[src/rtl/ia_ship_placer_if.sv]
// Placement bus between the IA ship placer (master) and the board memory
// (slave). The master presents a ship position, the slave acknowledges a
// successful write with ship_placed.
interface ia_ship_placer_if;
  logic [3:0] cell_x;
  logic [3:0] cell_y;
  logic       direction;
  logic [3:0] dimension;
  logic       we;
  logic [4:0] new_value;
  logic       ship_placed;

  modport master (
    output cell_x, cell_y, direction, dimension, we, new_value,
    input  ship_placed
  );

  modport slave (
    input  cell_x, cell_y, direction, dimension, we, new_value,
    output ship_placed
  );
endinterface

[src/rtl/ia_ship_placer.sv]
// IA fleet placer: draws pseudo-random positions from a 16-bit LFSR,
// discards positions that leave the 10x10 board, previews and writes each
// legal position to the board memory, and retries until the memory
// acknowledges. Ends in a sticky done, or a sticky fail once one ship has
// used up its retry budget.
module ia_ship_placer #(
  parameter logic [15:0] SEED        = 16'hACE1,
  parameter int          NUM_SHIPS   = 5,
  parameter int          WAIT_CYCLES = 4,
  parameter int          MAX_RETRY   = 64
) (
  input  logic               clk_in,
  input  logic               rst_n,
  input  logic               start,
  input  logic [1:0]         play_status,
  input  logic [1:0]         turn_ia_placing,
  ia_ship_placer_if.master   bus,
  output logic               busy,
  output logic               done,
  output logic               fail
);

  // An all-zero seed would lock the LFSR, so it is replaced by 1.
  localparam logic [15:0] SEED_EFF = (SEED == 16'h0000) ? 16'h0001 : SEED;

  localparam int IW = $clog2(NUM_SHIPS + 1);
  localparam int RW = $clog2(MAX_RETRY + 1);
  localparam int WW = $clog2(WAIT_CYCLES + 1);

  localparam logic [IW-1:0] IDX_LAST   = IW'(NUM_SHIPS - 1);
  localparam logic [RW-1:0] RETRY_LAST = RW'(MAX_RETRY - 1);
  localparam logic [WW-1:0] WAIT_LAST  = WW'(WAIT_CYCLES - 1);

  typedef enum logic [3:0] {
    S_IDLE, S_GEN, S_CHECK, S_PREVIEW, S_WRITE, S_WAIT, S_NEXT, S_DONE, S_FAIL
  } state_t;

  state_t state_q, state_d;

  logic [15:0]   lfsr_q;
  logic [15:0]   lfsr_next;
  logic [3:0]    cell_x_q;
  logic [3:0]    cell_y_q;
  logic          direction_q;
  logic [3:0]    dimension_q;
  logic [IW-1:0] idx_q;
  logic [RW-1:0] retry_q;
  logic [WW-1:0] wait_cnt_q;
  logic          done_q;
  logic          fail_q;

  logic          run_ok;
  logic [4:0]    span;
  logic          fits;
  logic          timeout;

  // Ship length by fleet index: 5,4,3,3,2.
  function automatic logic [3:0] dim_of(input logic [IW-1:0] i);
    case (int'(i))
      0:       dim_of = 4'd5;
      1:       dim_of = 4'd4;
      2:       dim_of = 4'd3;
      3:       dim_of = 4'd3;
      default: dim_of = 4'd2;
    endcase
  endfunction

  assign lfsr_next = {lfsr_q[14:0], lfsr_q[15] ^ lfsr_q[13] ^ lfsr_q[12] ^ lfsr_q[10]};
  assign run_ok    = (play_status == turn_ia_placing);

  // Far end of the ship along its direction, in 5 bits so 15+5 cannot wrap.
  assign span    = {1'b0, (direction_q ? cell_y_q : cell_x_q)} + {1'b0, dimension_q};
  assign fits    = (cell_x_q <= 4'd9) && (cell_y_q <= 4'd9) && (span <= 5'd10);
  assign timeout = (wait_cnt_q == WAIT_LAST);

  // Decoded from the state register so an asynchronous reset drops we at once.
  assign busy = state_q inside {S_GEN, S_CHECK, S_PREVIEW, S_WRITE, S_WAIT, S_NEXT};
  assign done = done_q;
  assign fail = fail_q;

  assign bus.cell_x    = cell_x_q;
  assign bus.cell_y    = cell_y_q;
  assign bus.direction = direction_q;
  assign bus.dimension = dimension_q;
  assign bus.we        = (state_q == S_WRITE);
  assign bus.new_value = 5'd2;

  // State register.
  always_ff @(posedge clk_in or negedge rst_n) begin
    // NOTE: non-blocking assignments so every register updates from pre-edge values.
    if (!rst_n) state_q <= S_IDLE;
    else        state_q <= state_d;
  end

  // Next-state logic; leaving the placing turn aborts any busy state.
  always_comb begin
    // NOTE: default first, so no path leaves state_d unassigned and no latch is inferred.
    state_d = state_q;
    case (state_q)
      S_IDLE:    if (start && run_ok) state_d = S_GEN;
      S_GEN:     state_d = S_CHECK;
      S_CHECK:   state_d = fits ? S_PREVIEW : S_GEN;
      S_PREVIEW: state_d = S_WRITE;
      S_WRITE:   state_d = S_WAIT;
      S_WAIT: begin
        if (bus.ship_placed)  state_d = S_NEXT;
        else if (timeout)     state_d = (retry_q == RETRY_LAST) ? S_FAIL : S_GEN;
      end
      S_NEXT:    state_d = (idx_q == IDX_LAST) ? S_DONE : S_GEN;
      S_DONE:    state_d = S_IDLE;
      S_FAIL:    state_d = S_IDLE;
      default:   state_d = S_IDLE;
    endcase
    if (busy && !run_ok) state_d = S_IDLE;
  end

  // Datapath: LFSR, ship position, fleet/retry/wait counters and sticky flags.
  always_ff @(posedge clk_in or negedge rst_n) begin
    if (!rst_n) begin
      lfsr_q      <= SEED_EFF;
      cell_x_q    <= '0;
      cell_y_q    <= '0;
      direction_q <= 1'b0;
      dimension_q <= 4'd5;
      idx_q       <= '0;
      retry_q     <= '0;
      wait_cnt_q  <= '0;
      done_q      <= 1'b0;
      fail_q      <= 1'b0;
    end else begin
      case (state_q)
        S_IDLE: begin
          if (start && run_ok) begin
            idx_q       <= '0;
            retry_q     <= '0;
            dimension_q <= dim_of('0);
            done_q      <= 1'b0;
            fail_q      <= 1'b0;
          end
        end
        S_GEN: begin
          lfsr_q      <= lfsr_next;
          cell_x_q    <= lfsr_next[3:0];
          cell_y_q    <= lfsr_next[7:4];
          direction_q <= lfsr_next[8];
        end
        S_WRITE: wait_cnt_q <= '0;
        S_WAIT: begin
          // An acknowledge on the timeout cycle wins over the retry.
          if (!bus.ship_placed) begin
            if (timeout) retry_q    <= retry_q + 1'b1;
            else         wait_cnt_q <= wait_cnt_q + 1'b1;
          end
        end
        S_NEXT: begin
          idx_q   <= idx_q + 1'b1;
          retry_q <= '0;
          if (idx_q != IDX_LAST) dimension_q <= dim_of(idx_q + 1'b1);
        end
        default: ;
      endcase
      if (state_d == S_DONE) done_q <= 1'b1;
      if (state_d == S_FAIL) fail_q <= 1'b1;
    end
  end

endmodule

[src/flat_wrapper.sv]
// flat-port wrapper written by rule: the top's interface ports become plain ports
module ia_ship_placer_flat 
#(
  parameter logic [15:0] SEED        = 16'hACE1,
  parameter int          NUM_SHIPS   = 5,
  parameter int          WAIT_CYCLES = 4,
  parameter int          MAX_RETRY   = 64
)
  (clk_in, rst_n, start, play_status, turn_ia_placing, busy, done, fail, bus_cell_x, bus_cell_y, bus_direction, bus_dimension, bus_we, bus_new_value, bus_ship_placed);
  ia_ship_placer_if bus_i ();
  input  logic clk_in;
  input  logic rst_n;
  input  logic start;
  input  logic [1:0] play_status;
  input  logic [1:0] turn_ia_placing;
  output logic busy;
  output logic done;
  output logic fail;
  output wire logic [$bits(bus_i.cell_x)-1:0] bus_cell_x;
  output wire logic [$bits(bus_i.cell_y)-1:0] bus_cell_y;
  output wire logic [$bits(bus_i.direction)-1:0] bus_direction;
  output wire logic [$bits(bus_i.dimension)-1:0] bus_dimension;
  output wire logic [$bits(bus_i.we)-1:0] bus_we;
  output wire logic [$bits(bus_i.new_value)-1:0] bus_new_value;
  input wire logic [$bits(bus_i.ship_placed)-1:0] bus_ship_placed;
  assign bus_cell_x = bus_i.cell_x;
  assign bus_cell_y = bus_i.cell_y;
  assign bus_direction = bus_i.direction;
  assign bus_dimension = bus_i.dimension;
  assign bus_we = bus_i.we;
  assign bus_new_value = bus_i.new_value;
  assign bus_i.ship_placed = bus_ship_placed;
  ia_ship_placer #(.SEED(SEED), .NUM_SHIPS(NUM_SHIPS), .WAIT_CYCLES(WAIT_CYCLES), .MAX_RETRY(MAX_RETRY)) u_core (.clk_in(clk_in), .rst_n(rst_n), .start(start), .play_status(play_status), .turn_ia_placing(turn_ia_placing), .bus(bus_i), .busy(busy), .done(done), .fail(fail));
endmodule
[config.mk]
export PLATFORM = sky130hd
export DESIGN_NAME = ia_ship_placer_flat
export DESIGN_NICKNAME = d
export VERILOG_FILES = /design/src/rtl/ia_ship_placer_if.sv /design/src/rtl/ia_ship_placer.sv /design/src/flat_wrapper.sv
export SDC_FILE = /design/constraint.sdc
export NUM_CORES = 1
export LEC_CHECK = 0
export CAP_MARGIN = 20
export CORE_ASPECT_RATIO = 2
export CORE_MARGIN = 2
export CORE_UTILIZATION = 39
export CTS_CLUSTER_DIAMETER = 40
export DETAILED_ROUTE_END_ITERATION = 8
export GPL_TIMING_DRIVEN = 0
export HOLD_SLACK_MARGIN = 0.15
export REMOVE_ABC_BUFFERS = 1
export SETUP_SLACK_MARGIN = 0.2
export SYNTH_ARGS = -nofsm -noshare
export SYNTH_HDL_FRONTEND = slang
export SYNTH_SLANG_ARGS = --single-unit
[constraint.sdc]
create_clock -name clk_in -period 2.5 [get_ports clk_in]
set_input_delay 0.25 -clock clk_in [delete_from_list [all_inputs] [get_ports clk_in]]
set_output_delay 0.25 -clock clk_in [all_outputs]
set_load 0.01 [all_outputs]
==> flow_summary_export.csv, run 1 <==
group,metric,value,unit
cells_and_area,fin_util,0.462,
cells_and_area,fin_cells,335,
cells_and_area,mostFrequentLayoutCells,"nand2_1 (58), dfrtp_1 (31), clkdlybuf4s50_1 (22)",
detailed_routing,drtAntennaViolNets,0,
power_and_ir_drop,switching_share,0.374,
power_and_ir_drop,leakage,1.28,nW
timing,tns,0,ns
timing,setup_viol,0,
global_route,grt_max_degree,30,
detailed_routing,wl_met1,1870,µm
global_route,grt_pass1_wl,8280,µm
clocking,cts_sinks,42,
power_and_ir_drop,p_per_area,1090,mW/mm²
detailed_routing,wl_met2,2820,µm
yosys,async_flop_share,1.00,
timing,fin_crit_sh,0.871,
global_route,first_global_vias,1772,
cells_and_area,final_nets,291,
die,die_width,59.3,µm
cells_and_area,drive_above_1_share,0.121,
yosys,yosysWarnings,0,
die,io_pins,30,
global_route,track_usage,0.158,
clocking,cts.path.max_buffers,2,
die,core,0.00596,mm²
detailed_routing,vias_per_cell,5.37,
clocking,cts_tree,"done",
critical_path,arrival,1.93,ns
yosys,synth_cells,254,
timing,hold_viol,0,
timing,max_slew.worst_pin.slew,0.724,ns
detailed_routing,route.detailed.drc,0,
placed_design,dp.cells,326,
detailed_routing,drt_pass1_iterations,4,
hold_path,min_path_type,"in -> async",
critical_path,worstSetupPathType,"reg -> out",
timing,fin_crit,2.18,ns
yosys,synth-xor-area-share,0.0440,
power_and_ir_drop,p_int,1.88,mW
clocking,htree_levels,2,
detailed_routing,wl_met3,88,µm
yosys,syn_area,0.00239,mm²
die,rows,40,
outcome,status,"finished, final reports clean",
placed_design,portBuffers,23,
timing,rsz0062_at_grt,"no",
critical_path,worstSetupStartpointType,"register",
yosys,avgSynthCellArea,9.39,µm²
timing,maxSlewViolCount,0,
timing,slew_headroom,0.516,
cells_and_area,final_common_cell,"nand2_1",
critical_path,r2r_slack,0.38,ns
cells_and_area,area_growth,15.3,%
clocking,postCtsSetupRepairBufs,0,
yosys,synthAdderAreaFrac,0.0661,
detailed_routing,routedWlPerCell,14.5,µm
clocking,clkLatencyLatePin,0.28,ns
yosys,yosys.area_share.simple,0.225,
detailed_routing,num_vias,1798,
power_and_ir_drop,pwr-share-comb,0.400,
timing,finalHoldWorstSlack,0.406,ns
yosys,ys.flop_type,"dfrtp_1",
timing,max_freq,459,MHz
run,max_cap_viol_count,0,
yosys,ys_seq_elements,42,
placed_design,dp_slack,0.277,ns
yosys,synthMuxAreaShare,0.0225,
detailed_routing,routed_wl,4870,µm
die,die_h,115,µm
clocking,root_buffer,"clkbuf_16",
critical_path,endpoint_kind,"primary output",
placed_design,gp_congestion,0.746,
die,dieArea,0.00680,mm²
detailed_routing,drt_iter0_drc,66,
power_and_ir_drop,p_seq_frac,0.382,
power_and_ir_drop,switchingPower,1.12,mW
clocking,cts_inserted_buffers,5,
power_and_ir_drop,clkPwrFrac,0.218,
yosys,synth_edf_count,0,
detailed_routing,top_layer,"met4",
timing,fin_ws,0.321,ns
yosys,synth_top_family_by_area,"simple AND/OR/NAND/NOR gates",
critical_path,crit_fanout,18,
cells_and_area,diodes,0,
clocking,path_clk_slew,0.06,ns
yosys,synth_compound_area_frac,0.125,
critical_path,critPathRequiredTime,2.25,ns
yosys,synth_cell_types,51,
timing,clock_skew,0.00457,ns
yosys,yosysSeqAreaShare,0.446,
global_route,grt_antenna_before_repair,0,
power_and_ir_drop,ir_drop,0.379,mV
placed_design,hpwlAfterDp,3600,µm
die,start_util,0.401,
global_route,grt_overflow_total,0,
[kinds of logic after synthesis]
group,Yosys count
xor gates and xnor gates,12
adders and majority gates,12
buffers and inverters,27
other,2
AOI/OAI and AO/OA,47
and+or+nand+nor,107
muxes,5
DFF,42
[path summary, 6_finish.rpt]
kind,from,end,cells past startpoint
worst max-delay path,u_core.state_q[0]$_DFF_PN0_,busy,3
worst min-delay path,rst_n,u_core.lfsr_q[14]$_DFFE_PN0P_,2
worst max register to register,u_core.lfsr_q[8]$_DFFE_PN0P_,u_core.done$_DFFE_PN0P_,8
worst min register to register,u_core.lfsr_q[5]$_DFFE_PN1P_,u_core.lfsr_q[5]$_DFFE_PN1P_,2
max in group asynchronous,rst_n,u_core.bus.dimension[0]$_DFFE_PN1P_,3
min in group clk_in,u_core.lfsr_q[5]$_DFFE_PN1P_,u_core.lfsr_q[5]$_DFFE_PN1P_,2
[metal layers]
layer,GRT usage,up-vias
met3,0.0203,7
met2,0.297,25
met4,0.0606,0
met5,0,-
met1,0.169,887
li1,-,879
[power by group through the flow]
stage	logic (mW)	clock network (mW)	registers [mW]
3_3_place_gp	1.20	0	1.15
5_1_grt	1.38	0.694	1.18
2_1_floorplan	0.785	0	1.13
4_1_cts	1.23	0.671	1.15
3_5_place_dp	1.22	0	1.16
6_report	1.20	0.655	1.15
[area by class of cell]
type,count,area (µm²)
clock buffer,7,143
clock inverter,1,5.00
fill,586,3200
inverter,8,30.0
multi-input combinational,189,1170
sequential,42,1060
tap,63,78.8
timing repair buffer,25,255
[through the flow]
step	power (mW)	area, µm²
after floorplan	1.91	2270
after global placement	2.35	2580
after detailed placement	2.38	2590
after CTS	3.05	2750
after global routing	3.26	2750
final	3.01	2750
[critical path: stages, from the launching register on]
cell,delay [ns]
dfrtp_1,0.58
and3_2,0.30
nor3_1,0.19
clkdlybuf4s50_1,0.57
[sequential cells by signal, summed over array words and instances (netlist names)]
register	flops
u_core.lfsr_q	13
u_core.retry_q	7
u_core.bus.cell_y	4
u_core.state_q	4
u_core.bus.cell_x	3
u_core.bus.dimension	3
u_core.idx_q	3
u_core.wait_cnt_q	3
u_core.done	1
u_core.fail	1
[Yosys cell counts (all sizes together) (2+ instances only)]
library cell / number / area share
a21oi: 13 / 0.027
a22o: 3 / 0.011
and3: 4 / 0.011
buf: 18 / 0.054
conb: 2 / 0.0031
dfrtp: 32 / 0.34
dfstp: 10 / 0.11
ha: 11 / 0.058
inv: 8 / 0.013
mux2: 3 / 0.014
mux2i: 2 / 0.0084
nand2: 59 / 0.094
nand2b: 6 / 0.022
nand3: 3 / 0.0063
nand4: 6 / 0.016
nor2: 14 / 0.025
nor2b: 3 / 0.0079
nor3: 4 / 0.0084
nor4b: 2 / 0.014
o21a: 4 / 0.013
o21ai: 15 / 0.033
o22a: 2 / 0.0079
xnor2: 4 / 0.015
xor2: 8 / 0.029
[what timing repair did]
item	CTS	global route
endpoints found under the setup margin	0	2
hold buffers	1	0
endpoints found under the hold margin	10	0
gates resized for setup	0	1
No activity file was read; power rests on OpenSTA's default activity.
==> run 2: changes to the inputs <==
--- a/config.mk
+++ b/config.mk
@@ -7,7 +7,7 @@
 export LEC_CHECK = 0
 export CAP_MARGIN = 20
 export CORE_ASPECT_RATIO = 2
-export CORE_MARGIN = 2
+export CORE_MARGIN = 1
 export CORE_UTILIZATION = 39
 export CTS_CLUSTER_DIAMETER = 40
 export DETAILED_ROUTE_END_ITERATION = 8
==> flow_summary_export.csv, run 2 (same netlist as run 1, synthesis figures left out) <==
group,metric,value,unit
power_and_ir_drop,leakage,1.28,nW
critical_path,endpoint_kind,"register",
timing,hold_viol,0,
power_and_ir_drop,switching_share,0.369,
global_route,track_usage,0.167,
cells_and_area,drive_above_1_share,0.121,
critical_path,crit_chain,"mux2_2, ha_1, inv_1, fa_1, nor2b_1, o22ai_1, a21oi_1, o21ai_2",
global_route,grt_antenna_before_repair,0,
cells_and_area,diodes,0,
cells_and_area,largest-register,"u_core.lfsr_q",
cells_and_area,multi_input_area,0.00117,mm²
power_and_ir_drop,clkPwrFrac,0.237,
power_and_ir_drop,p_per_area,1120,mW/mm²
cells_and_area,largest_register_ffs,13,
cells_and_area,ff_latch_area,0.00106,mm²
timing,fin_ws,0.289,ns
die,io_pins,30,
outcome,status,"complete, but fails checks",
timing,rsz0062_at_grt,"no",
critical_path,worstSetupStartpointType,"register",
power_and_ir_drop,p_int,1.96,mW
detailed_routing,routed_wl,4830,µm
die,dieArea,0.00645,mm²
timing,clock_skew,0.00771,ns
clocking,cts_inserted_buffers,5,
detailed_routing,drt_iter0_drc,79,
critical_path,critPathMaxStageDelay,0.46,ns
clocking,cts_tree,"done",
detailed_routing,num_vias,1771,
cells_and_area,largest_registers,"u_core.lfsr_q (13), u_core.retry_q (7)",
power_and_ir_drop,power,3.11,mW
power_and_ir_drop,pwr-share-comb,0.396,
cells_and_area,mostFrequentLayoutCells,"nand2_1 (58), dfrtp_1 (31), clkdlybuf4s50_1 (22)",
die,die_width,57.3,µm
cells_and_area,fill_cells,566,
placed_design,hpwlAfterDp,3590,µm
detailed_routing,route.detailed.drc,1,
timing,fin_crit,2.21,ns
cells_and_area,final_common_cell,"nand2_1",
cells_and_area,fin_util,0.465,
die,die_h,113,µm
cells_and_area,fin_cells,335,
outcome,violations,"design-rule violations",
detailed_routing,vias_per_cell,5.29,
clocking,postCtsSetupRepairBufs,0,
power_and_ir_drop,switchingPower,1.15,mW
timing,max_freq,452,MHz
cells_and_area,final_nets,291,
critical_path,critPathRequiredTime,2.67,ns
run,max_cap_viol_count,0,
cells_and_area,area_growth,16.1,%
critical_path,crit_family,"adder cells",
timing,slew_headroom,0.517,
detailed_routing,drt_pass1_iterations,6,
critical_path,critPathSlowestCell,"dfrtp_2",
clocking,clkLatencyLatePin,0.28,ns
critical_path,worstSetupPathType,"reg -> reg",
critical_path,critPathBufInv,1,
timing,setup_viol,0,
timing,maxSlewViolCount,0,
die,core,0.00596,mm²
critical_path,arrival,2.39,ns
hold_path,min_path_type,"in -> async",
clocking,cts_sinks,42,
clocking,root_buffer,"clkbuf_16",
die,rows,40,
die,start_util,0.401,
placed_design,dp_slack,0.195,ns
clocking,htree_levels,2,
detailed_routing,drtAntennaViolNets,0,
critical_path,crit_fanout,7,
power_and_ir_drop,p_seq_frac,0.367,
placed_design,dp.cells,326,
timing,tns,0,ns
global_route,first_global_vias,1801,
clocking,cts.path.max_buffers,2,
detailed_routing,routedWlPerCell,14.4,µm
placed_design,gp_congestion,0.757,
placed_design,portBuffers,23,
global_route,grt_overflow_total,0,
global_route,grt_pass1_wl,8380,µm
power_and_ir_drop,ir_drop,0.493,mV
clocking,path_clk_slew,0.06,ns
timing,max_slew.worst_pin.slew,0.723,ns
timing,fin_crit_sh,0.885,
global_route,grt_max_degree,29,
run 2: changes by cell type in the layout (fill, tap and decap cells not counted):
cell	before	now
clkbuf_8	1	0
clkinv_2	1	0
bufinv_16	0	1
clkinvlp_4	0	1
run 2: per-layer routing:
layer | up-vias | part of all wire | track usage
met4 | 0 | 0.022 | 0.0748
met3 | 8 | 0.015 | 0.0253
met5 | - | 0 | 0
met2 | 25 | 0.57 | 0.300
li1 | 877 | - | -
met1 | 861 | 0.40 | 0.189
run 2: layout make-up:
type,count,share of cell area
clock buffer,6,0.0465
clock inverter,2,0.0136
inverter,8,0.0108
multi-input combinational,189,0.424
sequential,42,0.384
tap,63,0.0285
timing repair buffer,25,0.0921
run 2: worst paths after layout:
path,startpoint,end,slack (ns),depth (start not counted)
worst max register to register,u_core.lfsr_q[8]$_DFFE_PN0P_,u_core.done$_DFFE_PN0P_,0.29,8
min in group clk_in,u_core.lfsr_q[6]$_DFFE_PN1P_,u_core.lfsr_q[6]$_DFFE_PN1P_,0.46,2
max in group asynchronous,rst_n,u_core.bus.dimension[2]$_DFFE_PN1P_,1.55,3
worst min register to register,u_core.lfsr_q[6]$_DFFE_PN1P_,u_core.lfsr_q[6]$_DFFE_PN1P_,0.46,2
worst min-delay path,rst_n,u_core.lfsr_q[14]$_DFFE_PN0P_,0.41,2
worst max-delay path,u_core.lfsr_q[8]$_DFFE_PN0P_,u_core.done$_DFFE_PN0P_,0.29,8
run 2: power by group through the flow:
stage	Combinational (mW)	Sequential, mW	Clock (mW)
floorplan	0.785	1.13	0
global placement	1.21	1.15	0
detailed placement	1.24	1.16	0
CTS	1.25	1.15	0.756
global route	1.38	1.18	0.783
finish	1.23	1.14	0.738
run 2: repair_timing:
action	4_1_cts	5_1_grt
setup endpoints to repair	2	0
hold buffers	1	0
hold endpoints to repair	11	0
gates resized for setup	1	0
run 2: metrics by stage:
step,cell area [µm²],hold slack [ns]
after floorplan,2270,-0.0456
after detailed placement,2590,0.180
after global routing,2770,0.446
final,2770,0.409
after global placement,2580,0.449
after CTS,2770,0.422
